--- config.mk ---
export PLATFORM = sky130hd
export DESIGN_NAME = seg_fifo_ctrl_flat
export DESIGN_NICKNAME = d
export VERILOG_FILES = /design/src/rtl/seg_fifo_ctrl_pkg.sv /design/src/rtl/seg_fifo_ctrl_if.sv /design/src/rtl/seg_fifo_ctrl_fifo.sv /design/src/rtl/seg_fifo_ctrl.sv /design/src/flat_wrapper.sv
export SDC_FILE = /design/constraint.sdc
export NUM_CORES = 2
export LEC_CHECK = 0
export ABC_CLOCK_PERIOD_IN_PS = 7900
export BUFFER_PORTS_ARGS = -buffer_cell sky130_fd_sc_hd__buf_2
export CORE_MARGIN = 10
export CORE_UTILIZATION = 50
export CTS_CLUSTER_SIZE = 8
export DETAILED_ROUTE_END_ITERATION = 6
export GPL_TIMING_DRIVEN = 0
export PLACE_DENSITY = 0.65
export SLEW_MARGIN = 10
export SYNTH_ARGS = -nofsm -noshare
export SYNTH_HDL_FRONTEND = slang
export SYNTH_SLANG_ARGS = --single-unit
--- constraint.sdc ---
create_clock -name clk -period 7.9 [get_ports clk]
set_input_delay 2.37 -clock clk [delete_from_list [all_inputs] [get_ports clk]]
set_output_delay 2.37 -clock clk [all_outputs]
set_load 0.1 [all_outputs]
--- src/rtl/seg_fifo_ctrl_pkg.sv ---
// Shared definitions for the segment FIFO controller: FSM state type and
// default geometry. Optional feature macro used by the controller: SEG_TIMEOUT_EN.
package seg_pkg;

    localparam int unsigned SEG_WORD_DEF  = 16;
    localparam int unsigned SEG_DEPTH_DEF = 128;

    typedef enum logic [1:0] {
        ST_IDLE,
        ST_ARM,
        ST_LATCH,
        ST_RUN
    } seg_state_e;

endpackage

--- src/rtl/seg_fifo_ctrl_if.sv ---
// Sample/handshake bundle between the segment FIFO controller and its user.
// master = producer/consumer side, slave = seg_fifo_ctrl.
interface seg_fifo_ctrl_if
    import seg_pkg::*;
#(
    parameter int unsigned WORD = SEG_WORD_DEF,
    parameter int unsigned AW   = $clog2(SEG_DEPTH_DEF)
);
    logic [WORD-1:0] din;
    logic            wr_en;
    logic            trig;
    logic            rd_req;
    logic            proc_done;
    logic [WORD-1:0] q;
    logic [AW:0]     usedw;
    logic            empty;
    logic            full;
    logic            almost_empty;
    logic [AW:0]     seg_len;
    logic            proc_rst;
    logic            busy;
    logic            ovf;
    logic            tmo;

    modport master (
        output din, wr_en, trig, rd_req, proc_done,
        input  q, usedw, empty, full, almost_empty, seg_len, proc_rst, busy, ovf, tmo
    );

    modport slave (
        input  din, wr_en, trig, rd_req, proc_done,
        output q, usedw, empty, full, almost_empty, seg_len, proc_rst, busy, ovf, tmo
    );
endinterface

--- src/rtl/seg_fifo_ctrl_fifo.sv ---
// seg_fifo: synchronous FIFO with registered head output, occupancy count,
// status flags and a sticky overflow flag.
module seg_fifo #(
    parameter int unsigned WORD   = 16,
    parameter int unsigned DEPTH  = 128,
    parameter int unsigned ALMOST = 2,
    parameter int unsigned AW     = $clog2(DEPTH)
) (
    input  logic            clk,
    input  logic            rst_geral,
    input  logic [WORD-1:0] din,
    input  logic            wr_en,
    input  logic            rd_req,
    output logic [WORD-1:0] q,
    output logic [AW:0]     usedw,
    output logic            empty,
    output logic            full,
    output logic            almost_empty,
    output logic            ovf
);
    logic [WORD-1:0] mem_q [DEPTH];
    logic [AW-1:0]   wr_ptr_q, wr_ptr_d;
    logic [AW-1:0]   rd_ptr_q, rd_ptr_d;
    logic [AW:0]     cnt_q, cnt_d;
    logic [WORD-1:0] q_q, q_d;
    logic            ovf_q, ovf_d;
    logic            wr_acc, rd_acc;

    // Flags, accept decisions and next pointer/count/head values.
    always_comb begin
        empty        = (cnt_q == '0);
        full         = (cnt_q == (AW+1)'(DEPTH));
        almost_empty = (cnt_q < (AW+1)'(ALMOST));
        wr_acc       = wr_en && !full;
        rd_acc       = rd_req && !empty;
        wr_ptr_d     = wr_acc ? wr_ptr_q + AW'(1) : wr_ptr_q;
        rd_ptr_d     = rd_acc ? rd_ptr_q + AW'(1) : rd_ptr_q;
        q_d          = rd_acc ? mem_q[rd_ptr_q] : q_q;
        ovf_d        = ovf_q | (wr_en & full);
        cnt_d        = cnt_q;
        case ({wr_acc, rd_acc})
            2'b10:   cnt_d = cnt_q + (AW+1)'(1);
            2'b01:   cnt_d = cnt_q - (AW+1)'(1);
            default: cnt_d = cnt_q;
        endcase
    end

    // Storage array; contents are don't-care after reset since pointers clear.
    always_ff @(posedge clk) begin
        if (wr_acc) mem_q[wr_ptr_q] <= din;
    end

    // Pointer, count, head and overflow registers.
    always_ff @(posedge clk or posedge rst_geral) begin
        if (rst_geral) begin
            wr_ptr_q <= '0;
            rd_ptr_q <= '0;
            cnt_q    <= '0;
            q_q      <= '0;
            ovf_q    <= 1'b0;
        end else begin
            wr_ptr_q <= wr_ptr_d;
            rd_ptr_q <= rd_ptr_d;
            cnt_q    <= cnt_d;
            q_q      <= q_d;
            ovf_q    <= ovf_d;
        end
    end

    assign q     = q_q;
    assign usedw = cnt_q;
    assign ovf   = ovf_q;
endmodule

--- src/rtl/seg_fifo_ctrl.sv ---
// seg_fifo_ctrl: sample FIFO plus segment launch FSM (IDLE/ARM/LATCH/RUN).
// Optional RUN-state watchdog enabled by defining SEG_TIMEOUT_EN.
module seg_fifo_ctrl
    import seg_pkg::*;
#(
    parameter int unsigned WORD    = SEG_WORD_DEF,
    parameter int unsigned DEPTH   = SEG_DEPTH_DEF,
    parameter int unsigned ALMOST  = 2,
    parameter int unsigned MIN_LEN = 4,
    parameter int unsigned TIMEOUT = 4096
) (
    input  logic          clk,
    input  logic          rst_geral,
    seg_fifo_ctrl_if.slave bus
);
    localparam int unsigned AW = $clog2(DEPTH);
    localparam int unsigned TW = $clog2(TIMEOUT + 1);

    if ((DEPTH < 4) || ((1 << AW) != DEPTH)) begin : g_bad_depth
        $error("seg_fifo_ctrl: DEPTH must be a power of two >= 4");
    end
    if ((TIMEOUT < 1) || (TW < 1)) begin : g_bad_timeout
        $error("seg_fifo_ctrl: TIMEOUT must be >= 1");
    end

    seg_fifo #(
        .WORD   (WORD),
        .DEPTH  (DEPTH),
        .ALMOST (ALMOST),
        .AW     (AW)
    ) u_fifo (
        .clk          (clk),
        .rst_geral    (rst_geral),
        .din          (bus.din),
        .wr_en        (bus.wr_en),
        .rd_req       (bus.rd_req),
        .q            (bus.q),
        .usedw        (bus.usedw),
        .empty        (bus.empty),
        .full         (bus.full),
        .almost_empty (bus.almost_empty),
        .ovf          (bus.ovf)
    );

    seg_state_e  state_q, state_d;
    logic [AW:0] seg_len_q, seg_len_d;
    logic        proc_rst_q, proc_rst_d;
    logic        busy_q, busy_d;
    logic        starved;
`ifdef SEG_TIMEOUT_EN
    logic [TW-1:0] tcnt_q, tcnt_d;
    logic          tmo_q, tmo_d;
`endif

    // Next state, segment length latch, watchdog and state-decoded outputs.
    always_comb begin
        state_d   = state_q;
        seg_len_d = seg_len_q;
        starved   = bus.almost_empty && !bus.empty && !bus.rd_req;
`ifdef SEG_TIMEOUT_EN
        tcnt_d    = tcnt_q;
        tmo_d     = tmo_q;
`endif
        case (state_q)
            ST_IDLE: state_d = ST_ARM;
            ST_ARM: begin
                if (bus.trig && (bus.usedw >= (AW+1)'(MIN_LEN))) state_d = ST_LATCH;
            end
            ST_LATCH: begin
                seg_len_d = bus.usedw - (AW+1)'(1);
                state_d   = ST_RUN;
`ifdef SEG_TIMEOUT_EN
                tcnt_d    = '0;
`endif
            end
            ST_RUN: begin
`ifdef SEG_TIMEOUT_EN
                tcnt_d = tcnt_q + TW'(1);
`endif
                if (bus.proc_done) begin
                    state_d = ST_IDLE;
`ifdef SEG_TIMEOUT_EN
                end else if (tcnt_q == TW'(TIMEOUT - 1)) begin
                    state_d = ST_IDLE;
                    tmo_d   = 1'b1;
`endif
                end else if (starved) begin
                    state_d = ST_IDLE;
                end
            end
            default: state_d = ST_IDLE;
        endcase
        proc_rst_d = (state_d != ST_RUN);
        busy_d     = (state_d != ST_IDLE);
    end

    // FSM and output registers.
    always_ff @(posedge clk or posedge rst_geral) begin
        if (rst_geral) begin
            state_q    <= ST_IDLE;
            seg_len_q  <= '0;
            proc_rst_q <= 1'b1;
            busy_q     <= 1'b0;
        end else begin
            state_q    <= state_d;
            seg_len_q  <= seg_len_d;
            proc_rst_q <= proc_rst_d;
            busy_q     <= busy_d;
        end
    end

`ifdef SEG_TIMEOUT_EN
    // Watchdog counter and sticky timeout flag.
    always_ff @(posedge clk or posedge rst_geral) begin
        if (rst_geral) begin
            tcnt_q <= '0;
            tmo_q  <= 1'b0;
        end else begin
            tcnt_q <= tcnt_d;
            tmo_q  <= tmo_d;
        end
    end
    assign bus.tmo = tmo_q;
`else
    assign bus.tmo = 1'b0;
`endif

    assign bus.seg_len  = seg_len_q;
    assign bus.proc_rst = proc_rst_q;
    assign bus.busy     = busy_q;
endmodule

--- src/flat_wrapper.sv ---
// flat-port wrapper written by rule: the top's interface ports become plain ports
module seg_fifo_ctrl_flat import seg_pkg::*;
#(
    parameter int unsigned WORD    = SEG_WORD_DEF,
    parameter int unsigned DEPTH   = SEG_DEPTH_DEF,
    parameter int unsigned ALMOST  = 2,
    parameter int unsigned MIN_LEN = 4,
    parameter int unsigned TIMEOUT = 4096
)
  (clk, rst_geral, bus_din, bus_wr_en, bus_trig, bus_rd_req, bus_proc_done, bus_q, bus_usedw, bus_empty, bus_full, bus_almost_empty, bus_seg_len, bus_proc_rst, bus_busy, bus_ovf, bus_tmo);
  seg_fifo_ctrl_if #(.WORD(WORD), .AW((7))) bus_i ();
  input  logic clk;
  input  logic rst_geral;
  input wire logic [$bits(bus_i.din)-1:0] bus_din;
  input wire logic [$bits(bus_i.wr_en)-1:0] bus_wr_en;
  input wire logic [$bits(bus_i.trig)-1:0] bus_trig;
  input wire logic [$bits(bus_i.rd_req)-1:0] bus_rd_req;
  input wire logic [$bits(bus_i.proc_done)-1:0] bus_proc_done;
  output wire logic [$bits(bus_i.q)-1:0] bus_q;
  output wire logic [$bits(bus_i.usedw)-1:0] bus_usedw;
  output wire logic [$bits(bus_i.empty)-1:0] bus_empty;
  output wire logic [$bits(bus_i.full)-1:0] bus_full;
  output wire logic [$bits(bus_i.almost_empty)-1:0] bus_almost_empty;
  output wire logic [$bits(bus_i.seg_len)-1:0] bus_seg_len;
  output wire logic [$bits(bus_i.proc_rst)-1:0] bus_proc_rst;
  output wire logic [$bits(bus_i.busy)-1:0] bus_busy;
  output wire logic [$bits(bus_i.ovf)-1:0] bus_ovf;
  output wire logic [$bits(bus_i.tmo)-1:0] bus_tmo;
  assign bus_i.din = bus_din;
  assign bus_i.wr_en = bus_wr_en;
  assign bus_i.trig = bus_trig;
  assign bus_i.rd_req = bus_rd_req;
  assign bus_i.proc_done = bus_proc_done;
  assign bus_q = bus_i.q;
  assign bus_usedw = bus_i.usedw;
  assign bus_empty = bus_i.empty;
  assign bus_full = bus_i.full;
  assign bus_almost_empty = bus_i.almost_empty;
  assign bus_seg_len = bus_i.seg_len;
  assign bus_proc_rst = bus_i.proc_rst;
  assign bus_busy = bus_i.busy;
  assign bus_ovf = bus_i.ovf;
  assign bus_tmo = bus_i.tmo;
  seg_fifo_ctrl #(.WORD(WORD), .DEPTH(DEPTH), .ALMOST(ALMOST), .MIN_LEN(MIN_LEN), .TIMEOUT(TIMEOUT)) u_core (.clk(clk), .rst_geral(rst_geral), .bus(bus_i));
endmodule
* After elaboration in Yosys (flattened, before gate mapping)
Memories as Yosys holds them, arrays and structs flattened. A register that Yosys moved wholly into a read port is not among the register bits.
Index checks and enable logic that the tools add are counted.
** Storage, ports and cells
- Bits of input ports :: 22
- Bits in writable memories :: 2048
- Memories kept :: 1
- Output and inout port bits :: 39
- Word-level logic and storage cells :: 43
- Register bits after elaboration :: 35
** Operators by class
- $add $sub $neg :: 4
- $lt $le $gt $ge :: 2
- Muxes and demuxes :: 7
- Reduce and logical (&&, ||, !) cells :: 12
- Equal/unequal tests :: 7
- Bitwise operators :: 2
** Memory list
- u_core.u_fifo.mem_q :: depth 128, bits a word 16, read ports 1, clocked after Yosys merged registers in 1, wr ports 1, RTL line seg_fifo_ctrl_fifo.sv:21 : logic [WORD-1:0] mem_q [DEPTH];
** Operator list (number)
- $pmux W8 S2 :: 1
- $add A7 B1 Y7 const B :: 2
- $add A8 B1 Y8 const B :: 1
- $eq A8 B8 Y1 const B :: 1
- $ge A8 B3 Y1 const B :: 1
- $logic_not A8 Y1 :: 1
- $lt A8 B2 Y1 const B :: 1
- $pmux W2 S4 :: 1
- $sub A8 B1 Y8 const B :: 1
- $eq A2 B2 Y1 const B :: 3
- $mux W2 :: 3
- $logic_and A1 B1 Y1 :: 5
- $eq A2 B1 Y1 const B :: 2
- $reduce_bool A2 Y1 :: 2
- $logic_not A1 Y1 :: 3
- $logic_not A2 Y1 :: 1
- $mux W1 :: 2
- $ne A2 B2 Y1 const B :: 1
- $and A1 B1 Y1 :: 1
- $or A1 B1 Y1 :: 1

* Longest topological paths before layout
- Word-level depth :: 8
- Mapped depth :: 13
- Depth with buffers taken out :: 11

* Modules after synthesis
From an unflattened synthesis, not the netlist that was laid out.
** Unflattened totals
- Cells, all modules :: 3862
- Area, all modules :: 82122.5 sq um
** By module, submodules not included
- seg_fifo :: cells an instance 3801, seq. area each 62474.9 sq um, instances 1, area each 81516.9 sq um
- seg_fifo_ctrl :: cells an instance 61, seq. area each 301.5 sq um, instances 1, area each 605.6 sq um

* Worst setup path after synthesis
Ideal clock, no wire load.
- Kind :: register to output
- From :: register u_core.u_fifo.cnt_q[2], in the netlist u_core.u_fifo.usedw[2]
- To :: output bus_almost_empty
- Setup slack :: 2296 ps
- Data arrival time :: 3234 ps
- Path buffers :: 1
- Stages on the path, launching flop included :: 5
- Data required time :: 5530 ps
- Cell sequence :: dfrtp_1 > buf_6 > or4_4 > or3_1 > nor2_1
** On the way
- Longest elaborated chain between the ends :: 1
** RTL lines
- from (decl) :: RTL line seg_fifo_ctrl_fifo.sv:24 : logic [AW:0] cnt_q, cnt_d;
- from (signal assigned) :: RTL line seg_fifo_ctrl_fifo.sv:64 : cnt_q <= cnt_d;
- $lt A8 B2 Y1 :: RTL line seg_fifo_ctrl_fifo.sv:33 : almost_empty = (cnt_q < (AW+1)'(ALMOST));
- to (decl) :: RTL line flat_wrapper.sv:23 : output wire logic [$bits(bus_i.almost_empty)-1:0] bus_almost_empty;
Every way passes these cells.

==> summary.md <==
| Metric | Value |
|---|---|
| Status | `finished with violations` |
| Failing checks | `DRC` |
| Crit path max fanout | `10` |
| Unique cell type count in the Yosys netlist | `75` |
| Min Tclk post-route | `roughly 5.5 ns` |
| Critical Path RT | `a little under 9 ns` |
| Synthesized cell area | `roughly 82000 µm²` |
| Num ports | `just over 60` |
| Cts hold-fix bufs | `0` |
| Vias in the first global route | `44900` |
| Top post-synthesis cells by count | `edfxtp_1 (2048), mux2i_1 (488), mux4_2 (278)` |
| WHS Path Cells | `1` |
| Final hold viol count | `0` |
| Synth Area per Inst | `19.9 µm²` |
| Setup violators final | `0` |
| Final Cell Area | `roughly 96000 µm²` |
| DRC violation count after routing | `4` |
| Vias | `46200` |
| FMAX | `0.181 GHz` |
| Post-synth EDFFs | `around 2000` |
| Final WL | `about 280 mm` |
| CTS root buf | `clkbuf_16` |
| Global-route wire length before repair | `378 mm` |
| CTS tree | `done` |
| Post_cts resized | `0` |
| Clock Sinks | `~2100` |
| Syn Nets | `about 4100` |
| Post-route ant nets | `0` |
| Synthesis Warnings | `0` |
| DIE AREA | `around 180000 µm²` |
| Max Transition Viols Final | `0` |
| Worst IR drop on VDD | `394 µV` |
| Clock Latency Late Sink | `~0.95 ns` |
| Mapped Cells | `roughly 4100` |
| Count leader, synth | `edfxtp_1` |
| Antenna violations before repair | `19` |
| Final Net Count | `approximately 4600` |
| Via density | `just under 7` |
| Part of the Yosys area used for sequential elements | `approximately 77%` |
| Post-route setup TNS | `0 ns` |
| Cell Pwr Density | `387 nW/µm²` |
| Post-CTS setup buffer count | `0` |
| Cell Count, Final, Fillers Out | `roughly 6900` |
| R2R cell count | `10` |
| Ranking of synthesized cells by area | `edfxtp_1 (75%), mux4_2 (7.7%), mux2i_1 (6.0%)` |
| Post-synth ARST share | `2.43%` |
| Dpl hpwl | `between 150 and 200 mm` |
| RSZ-0062 raised after global routing | `false` |
| Largest net degree at the start of global routing | `between 90 and 100` |
| # Max-Cap Violations | `0` |
| DR WL/cell | `40.9 µm` |
| Synth Flop Type | `edfxtp_1` |
| Row cnt | `roughly 150` |
| Dpl cells | `6471` |
| Die Ht | `425 µm` |
| Worst-path clk slew | `0.05 ns` |
| Core area | `163000 µm²` |
| Layout area overhead | `17.3%` |
| First drt pass iteration count | `7` |
| Synth top area share | `between 70% and 80%` |
| GRT overflow | `0` |
| Count of input and output buffers | `approximately 60` |
| CTS H-tree depth | `5` |
| Final clock skew | `slightly above 0.05 ns` |
| Overall Global Routing Usage | `around 31%` |
| Post-Place Cell Area | `approximately 88000 µm²` |
| GPL Wtd Cong | `a little under 1` |
| Nature of the critical path startpoint | `flip-flop` |
| Die width | `425 µm` |
| Tcrit/Tclk final | `69.9%` |
| CP endpoint kind | `flip-flop` |
| Leak | `~32 nW` |
| Initial DRC count | `roughly 7900` |
| Initial Utilization | `between 50% and 60%` |
| Critical path class | `reg -> reg` |
| Longest Clk Path Bufs | `4` |
| CTS Buf Count | `312` |
| Arr. time, crit path | `between 6 and 7 ns` |
| Slew @ Worst Pin | `1.48 ns` |
| Share of cells above drive strength 1 | `24.3%` |
| Slew Limit Headroom | `under 10%` |
| Flops & latches, synth | `about 2100` |
| Worst Hold Class | `reg -> reg` |
| Cell taking the most area after synthesis | `edfxtp_1` |
worst paths after layout:
check | endpoint | from | slack (ns)
worst max register to register | u_core.u_fifo.q[13]$_DFFE_PP0P_ | u_core.u_fifo.rd_ptr_q[2]$_DFFE_PP0P_ | 2.38
worst min-delay path | u_core.u_fifo.ovf$_DFF_PP0_ | u_core.u_fifo.ovf$_DFF_PP0_ | 0.45
worst max-delay path | u_core.u_fifo.q[13]$_DFFE_PP0P_ | u_core.u_fifo.rd_ptr_q[2]$_DFFE_PP0P_ | 2.38
worst min register to register | u_core.u_fifo.ovf$_DFF_PP0_ | u_core.u_fifo.ovf$_DFF_PP0_ | 0.45
max in group asynchronous | u_core.u_fifo.q[0]$_DFFE_PP0P_ | rst_geral | 5.84
min in group asynchronous | u_core.bus.seg_len[0]$_DFFE_PP0N_ | rst_geral | 1.47
layout make-up:
class                   instances  area (µm²)
flip-flops and latches       2099       62800
inverters                      10        37.5
diodes                          8        20.0
fillers                     11600       66800
multi-input cells            1763       17800
clock buffers                 377        8200
plain buffers                 239        1770
well taps                    2175        2720
repair buffers                186        2610
clock inverters                 4        71.3
critical path, stage by stage, from the launching register on:
cell,delay [ns]
dfrtp_1,0.54
buf_2,0.30
nor2b_1,0.73
buf_2,0.40
clkbuf_1,1.00
clkbuf_1,0.87
a22oi_1,0.18
nand3_1,0.25
nand3_1,0.50
a211oi_1,0.52
nor3_1,0.08
per-stage QoR:
| step | util, % | power (W) | setup WS [ns] | hold WS (ns) |
|---|---|---|---|---|
| finish | 59.0 | 0.0371 | 2.38 | 0.454 |
| global route | 59.0 | 0.0376 | 2.40 | 0.471 |
| CTS | 58.9 | 0.0366 | 2.46 | 0.456 |
| detailed placement | 53.9 | 0.0251 | 2.30 | 0.446 |
| global placement | 52.1 | 0.0249 | 1.55 | 0.436 |
| floorplan | - | 0.0195 | 2.30 | 0.432 |
metal layers:
| metal | part of all wire (%) | GRT usage [%] |
|---|---|---|
| met2 | 44 | 45.2 |
| met3 | 14 | 11.1 |
| met5 | 0.094 | 0 |
| met1 | 35 | 39.1 |
| met4 | 7.2 | 18.6 |
flip-flops by register name, summed over array words and instances, names as in the netlist:
signal and flops:
u_core.u_fifo.usedw 8, u_core.state_q 2, u_core.bus.busy 1, u_core.u_fifo.mem_q 2048
u_core.bus.proc_rst 1, u_core.bus.seg_len 8, u_core.u_fifo.q 16, u_core.u_fifo.rd_ptr_q 7
u_core.u_fifo.ovf 1, u_core.u_fifo.wr_ptr_q 7
placed cells by master, fill, tap and decap left out, drive strengths merged, types with 5 or more instances in the layout:
cell,count
a2111oi,13
a211oi,16
a21oi,108
a221oi,16
a22o,18
a22oi,118
a311oi,7
a31oi,9
and2,8
and3,8
buf,354
clkbuf,446
dfrtp,50
diode,8
edfxtp,2048
ha,6
inv,10
mux2,32
mux2i,488
mux4,283
nand2,101
nand3,74
nand3b,6
nor2,174
nor2b,13
nor3,23
nor4,5
o211ai,15
o21ai,64
o221ai,23
o22ai,69
xnor2,17
xor2,7
power by group:
part / internal, W / switching [W]
Sequential: 0.0126 / 0.000227
Clock: 0.00717 / 0.00449
Combinational: 0.00376 / 0.00888
kinds of logic after synthesis:
family	share of synthesized area [%]
compound gates	4.17
xor+xnor	0.257
fa+ha+maj	0.0917
buf+inv	2.19
flops	76.7
mux	14.2
other cells	0.00458
simple gates	2.36
No activity file was read; power rests on OpenSTA's default activity.
